**config.mk**
```make
export PLATFORM = sky130hd
export DESIGN_NAME = extint_pipe
export DESIGN_NICKNAME = d
export VERILOG_FILES = /design/src/rtl/extint_pipe.sv
export SDC_FILE = /design/constraint.sdc
export NUM_CORES = 1
export LEC_CHECK = 0
export BUFFER_PORTS_ARGS = -buffer_cell sky130_fd_sc_hd__buf_2
export CELL_PAD_IN_SITES_DETAIL_PLACEMENT = 1
export CELL_PAD_IN_SITES_GLOBAL_PLACEMENT = 2
export CORE_MARGIN = 1.5
export CORE_UTILIZATION = 24
export CTS_CLUSTER_DIAMETER = 150
export CTS_CLUSTER_SIZE = 16
export DETAILED_ROUTE_END_ITERATION = 12
export PLACE_DENSITY_LB_ADDON = 0.1
export RECOVER_POWER = 25
export SLEW_MARGIN = 5
export SYNTH_ARGS = -nofsm -noshare
export SYNTH_HDL_FRONTEND = slang
export SYNTH_SLANG_ARGS = --single-unit
```
**constraint.sdc**
```tcl
create_clock -name clk -period 1.3 [get_ports clk]
set_clock_uncertainty 0.1 [all_clocks]
set_input_delay 0 -clock clk [delete_from_list [all_inputs] [get_ports clk]]
set_output_delay 0 -clock clk [all_outputs]
set_load 0.02 [all_outputs]
```
**src/rtl/extint_pipe.sv**
```systemverilog
// extint_pipe: stallable valid/ready pipeline evaluating fill-literal ('1)
// extension expressions of one operand in an OUT_WIDTH-bit context.
// Optional build macro EXTINT_PIPE_ACC_EN enables the output accumulator
// (acc / acc_count); without it those ports are tied to zero.
module extint_pipe #(
    parameter int WIDTH     = 4,
    parameter int OUT_WIDTH = WIDTH + 1,
    parameter int DEPTH     = 2,
    parameter int SIGNED_IN = 0
) (
    input  logic                   clk,
    input  logic                   rst,
    input  logic                   in_valid,
    output logic                   in_ready,
    input  logic [WIDTH-1:0]       in_data,
    input  logic [2:0]             in_op,
    output logic                   out_valid,
    input  logic                   out_ready,
    output logic [OUT_WIDTH-1:0]   out_data,
    output logic [2:0]             out_op,
    output logic [OUT_WIDTH+7:0]   acc,
    output logic [15:0]            acc_count
);
    localparam logic [OUT_WIDTH-1:0] ALL_ONES = {OUT_WIDTH{1'b1}};

    logic [DEPTH-1:0]     valid_r;
    logic [OUT_WIDTH-1:0] data_r [DEPTH];
    logic [2:0]           op_r   [DEPTH];
    logic [DEPTH-1:0]     adv_s;
    logic                 accept_s;
    logic [OUT_WIDTH-1:0] a_z_s;
    logic [OUT_WIDTH-1:0] result_s;

    // The fill literal makes every expression unsigned, so the operand is
    // always zero-extended, even when it is declared signed internally.
    generate
        if (SIGNED_IN != 0) begin : g_signed
            logic signed [WIDTH-1:0] a_sgn_s;
            assign a_sgn_s = in_data;
            assign a_z_s   = OUT_WIDTH'($unsigned(a_sgn_s));
        end else begin : g_unsigned
            assign a_z_s   = OUT_WIDTH'(in_data);
        end
    endgenerate

    // Evaluate one fill-literal expression; all arithmetic wraps at OUT_WIDTH bits.
    function automatic logic [OUT_WIDTH-1:0] fill_eval(
        input logic [2:0]           op,
        input logic [OUT_WIDTH-1:0] a_z,
        input logic                 a_all_ones
    );
        logic [OUT_WIDTH-1:0] sum;
        logic [OUT_WIDTH-1:0] r;
        sum = a_z + ALL_ONES;
        case (op)
            3'd0:    r = OUT_WIDTH'(1'b1);          // a <= '1 is always true
            3'd1:    r = sum;
            3'd2:    r = a_z;
            3'd3:    r = ALL_ONES;
            3'd4:    r = OUT_WIDTH'(a_all_ones);
            3'd5:    r = sum >> 1;                  // sum truncated before shifting
            3'd6:    r = a_z >> 1;
            3'd7:    r = ALL_ONES >> 1;
            default: r = {OUT_WIDTH{1'b0}};
        endcase
        return r;
    endfunction

    assign result_s = fill_eval(in_op, a_z_s, &in_data);

    // Stage k advances when any stage from k to the end is empty or the
    // consumer is ready (closed form of the recursive stall chain).
    always_comb begin
        adv_s = {DEPTH{1'b0}};
        for (int k = 0; k < DEPTH; k++) begin
            logic full_v;
            full_v = 1'b1;
            for (int j = k; j < DEPTH; j++) begin
                full_v = full_v & valid_r[j];
            end
            adv_s[k] = out_ready | ~full_v;
        end
    end

    assign in_ready = adv_s[0] & ~rst;
    assign accept_s = in_valid & in_ready;

    // Pipeline stage registers: load stage 0 on accept, shift on advance, hold on stall.
    always_ff @(posedge clk or posedge rst) begin
        if (rst) begin
            valid_r <= {DEPTH{1'b0}};
            for (int k = 0; k < DEPTH; k++) begin
                data_r[k] <= {OUT_WIDTH{1'b0}};
                op_r[k]   <= 3'd0;
            end
        end else begin
            if (adv_s[0]) begin
                valid_r[0] <= accept_s;
                if (accept_s) begin
                    data_r[0] <= result_s;
                    op_r[0]   <= in_op;
                end else begin
                    data_r[0] <= data_r[0];
                    op_r[0]   <= op_r[0];
                end
            end else begin
                valid_r[0] <= valid_r[0];
            end
            for (int k = 1; k < DEPTH; k++) begin
                if (adv_s[k]) begin
                    valid_r[k] <= valid_r[k-1];
                    data_r[k]  <= data_r[k-1];
                    op_r[k]    <= op_r[k-1];
                end else begin
                    valid_r[k] <= valid_r[k];
                end
            end
        end
    end

    assign out_valid = valid_r[DEPTH-1];
    assign out_data  = data_r[DEPTH-1];
    assign out_op    = op_r[DEPTH-1];

`ifdef EXTINT_PIPE_ACC_EN
    logic [OUT_WIDTH+7:0] acc_r;
    logic [15:0]          acc_count_r;

    // Accumulate every delivered result; the count saturates, the sum wraps.
    always_ff @(posedge clk or posedge rst) begin
        if (rst) begin
            acc_r       <= {(OUT_WIDTH+8){1'b0}};
            acc_count_r <= 16'h0000;
        end else if (out_valid && out_ready) begin
            acc_r <= acc_r + {8'h00, data_r[DEPTH-1]};
            if (acc_count_r != 16'hFFFF) begin
                acc_count_r <= acc_count_r + 16'h0001;
            end else begin
                acc_count_r <= acc_count_r;
            end
        end else begin
            acc_r       <= acc_r;
            acc_count_r <= acc_count_r;
        end
    end

    assign acc       = acc_r;
    assign acc_count = acc_count_r;
`else
    assign acc       = {(OUT_WIDTH+8){1'b0}};
    assign acc_count = 16'h0000;
`endif

endmodule

```
==> results.txt <==
min cycle time layout: 1320 ps
clock root cell: clkbuf_8
Final Hold Vio Count: 18
Total Routed Length: 2470 um
Leak: 0.675 nW
final setup vio count: 1
MaxCap Viol Count: 0
routed len/inst: 11.5 um
Die Ht: 73.9 um
Pre-antenna DRT Iters: 3
R2R cell count: 3
number of max-slew violations in the final report: 0
number of synthesized flops with an enable pin: 0
synth warn: 0
grt ovf: 0
CTS max path bufs: 2
CP startpoint kind: register
fraction of final layout cells with drive strength greater than 1: 0.378
CTS tree: yes
Synth Area in XOR/XNOR: 0.00726
io pins: 50
hpwl dp: 1960 um
RSZ-0062 raised after global routing: true
Placement Setup Slack: -151 ps
largest net degree at the start of global routing: 21
WP data required: 1200 ps
Worst R2R Start: valid_r[1]
number of global-route vias before repair: 855
ANT cells: 0
Unique masters post-synth: 34
DIE AREA: 5460 um2
Seq/Total Area, Yosys: 0.373
nets: 162
flop-to-flop setup slack: 30 ps
Min Hold Slack: -241 ps
die width: 73.9 um
Worst-Skew Late Latency: 250 ps
CP Class: register to output port
HP Class: input pin to async pin
fin cells: 215
GP Congestion: 0.698
complex-gate fraction of the synthesized area: 0.111
Rows: 25
CORE AREA: 4790 um2
placed insts: 209
fraction of the mapped netlist area in adder cells: 0.0207
CTS sink count: 18
crit path max fanout: 3
DR vias: 837
CP arrival: 1220 ps
initial antenna violation count: 0
Area growth syn-to-layout: 16.1%
simple-gate share of the synthesized area: 0.107
FF-to-FF End: op_r[5]
Avg Inst Size Synth: 9.50 um2
Worst-path clk slew: 70 ps
largest family of logic cells by synthesized area: buffers and inverters
H-tree depth: 1
Initial DRC Count: 27
ys flop type: dfrtp_1
FILL cells: 591
Post-Syn Instances: 127
Tcrit/Tclk final: 1.01
DRC: 0
CTS buffer count: 3
post-route setup slack: -15.6 ps
Peak VDD IR: 316 uV
achievable clock frequency: 760 MHz
drt via density: 3.89
Final Util: 0.293
first-pass GRT wire length: 4110 um
Seq cells post-synth: 18
Buffers on Ports: 20
status: complete, but fails checks
Starting Density: 0.252
failing checks: negative hold slack, negative setup slack
multiplexer share of the synthesized area: 0.110
post-route ant nets: 0
CP endpoint kind: output port
PD cells: 1180 nW/um2
GR Util All Layers: 0.0982
Post-synth ARST share: 1.00
Synth Cell Area: 1210 um2
setup TNS: -15.6 ps
==> area by class of cell <==
type	instances	area (um2)	share of cell area
multi-input combinational	90	582	0.416
sequential	18	452	0.323
timing repair buffer	32	213	0.152
tap	67	83.8	0.0599
clock buffer	4	55.1	0.0393
inverter	4	15.0	0.0107
==> cell usage after synthesis, types with 2 or more instances <==
cell | n | area, um2
mux2_2 | 10 | 113
o31a_1 | 2 | 17.5
nor2b_1 | 2 | 12.5
inv_1 | 4 | 15.0
ha_1 | 2 | 25.0
clkbuf_1 | 4 | 15.0
a21oi_1 | 4 | 20.0
nand3_1 | 3 | 15.0
o21ai_0 | 7 | 35.0
nand2b_1 | 2 | 12.5
dfrtp_1 | 18 | 450
buf_4 | 37 | 278
nand2_1 | 10 | 37.5
mux2i_1 | 2 | 20.0
==> layer usage <==
metal	GRT usage	share of wire	vias to the layer above	wire length [um]
met5	0	0	-	0
met4	0.0432	0.017	0	41
met3	0.0165	0.045	5	111
met2	0.154	0.48	28	1180
li1	-	-	405	-
met1	0.132	0.46	399	1140
==> critical path: stages, from the launching register on <==
cell,delay (ps)
dfrtp_2,370
nand3b_1,150
buf_4,180
and2_4,150
buf_6,120
==> cell families (layout without fill, tap and decap cells) <==
family / after synthesis / in the layout
DFF: 18 / 18
muxes: 12 / 12
and+or+nand+nor: 25 / 25
adders and majority gates: 2 / 2
xor gates and xnor gates: 1 / 1
other: 1 / 29
AOI/OAI and AO/OA: 21 / 21
buffers and inverters: 47 / 40
==> cells in the final DEF (no fill, tap or decap), types with 2 or more instances in the layout <==
cell / n
a21oi_1: 3
clkbuf_8: 4
mux2i_1: 2
conb_1: 29
o21ai_0: 4
nand2b_1: 2
dfrtp_1: 17
nor2b_1: 2
buf_4: 10
nand3_1: 2
o21ai_1: 4
ha_1: 2
o31a_1: 2
nand2_2: 2
mux2_2: 10
nand2_1: 8
buf_2: 19
buf_6: 2
inv_1: 4
==> worst max-delay path by stage <==
stage          slack (ps)  startpoint        end  cells past startpoint
2_1_floorplan         -40  valid_r[1]  data_r[6]                      4
3_3_place_gp         -130  in_data[0]  data_r[5]                      7
3_5_place_dp         -150  in_data[0]  data_r[5]                      7
4_1_cts               -40  valid_r[1]   in_ready                      4
5_1_grt               -80  valid_r[1]   in_ready                      4
6_report              -20  valid_r[1]   in_ready                      4
==> state kept, by name, indices dropped and copies added, names as in the netlist <==
name	cells
data_r	5
out_data	5
op_r	3
out_op	3
valid_r	2
==> power by group <==
| part | switching [mW] | internal (mW) | total, mW |
|---|---|---|---|
| Combinational | 0.300 | 0.191 | 0.492 |
| Clock | 0.185 | 0.269 | 0.454 |
| Sequential | 0.0501 | 0.656 | 0.707 |
| Total | 0.536 | 1.12 | 1.65 |
==> stage by stage <==
stage | power [mW] | cell area, um2
floorplan | 1.17 | 1330
CTS | 1.65 | 1350
global placement | 1.17 | 1280
detailed placement | 1.19 | 1280
global route | 1.76 | 1400
finish | 1.65 | 1400
==> repair_timing <==
action / in CTS / in global routing
endpoints found under the hold margin: 18 / 18
pin swaps: 1 / 4
cloned: 0 / 0
endpoints found under the setup margin: 5 / 8
setup buffers: 1 / 1
resized for setup: 1 / 13
Note: power is estimated with default switching activity, not from simulation.
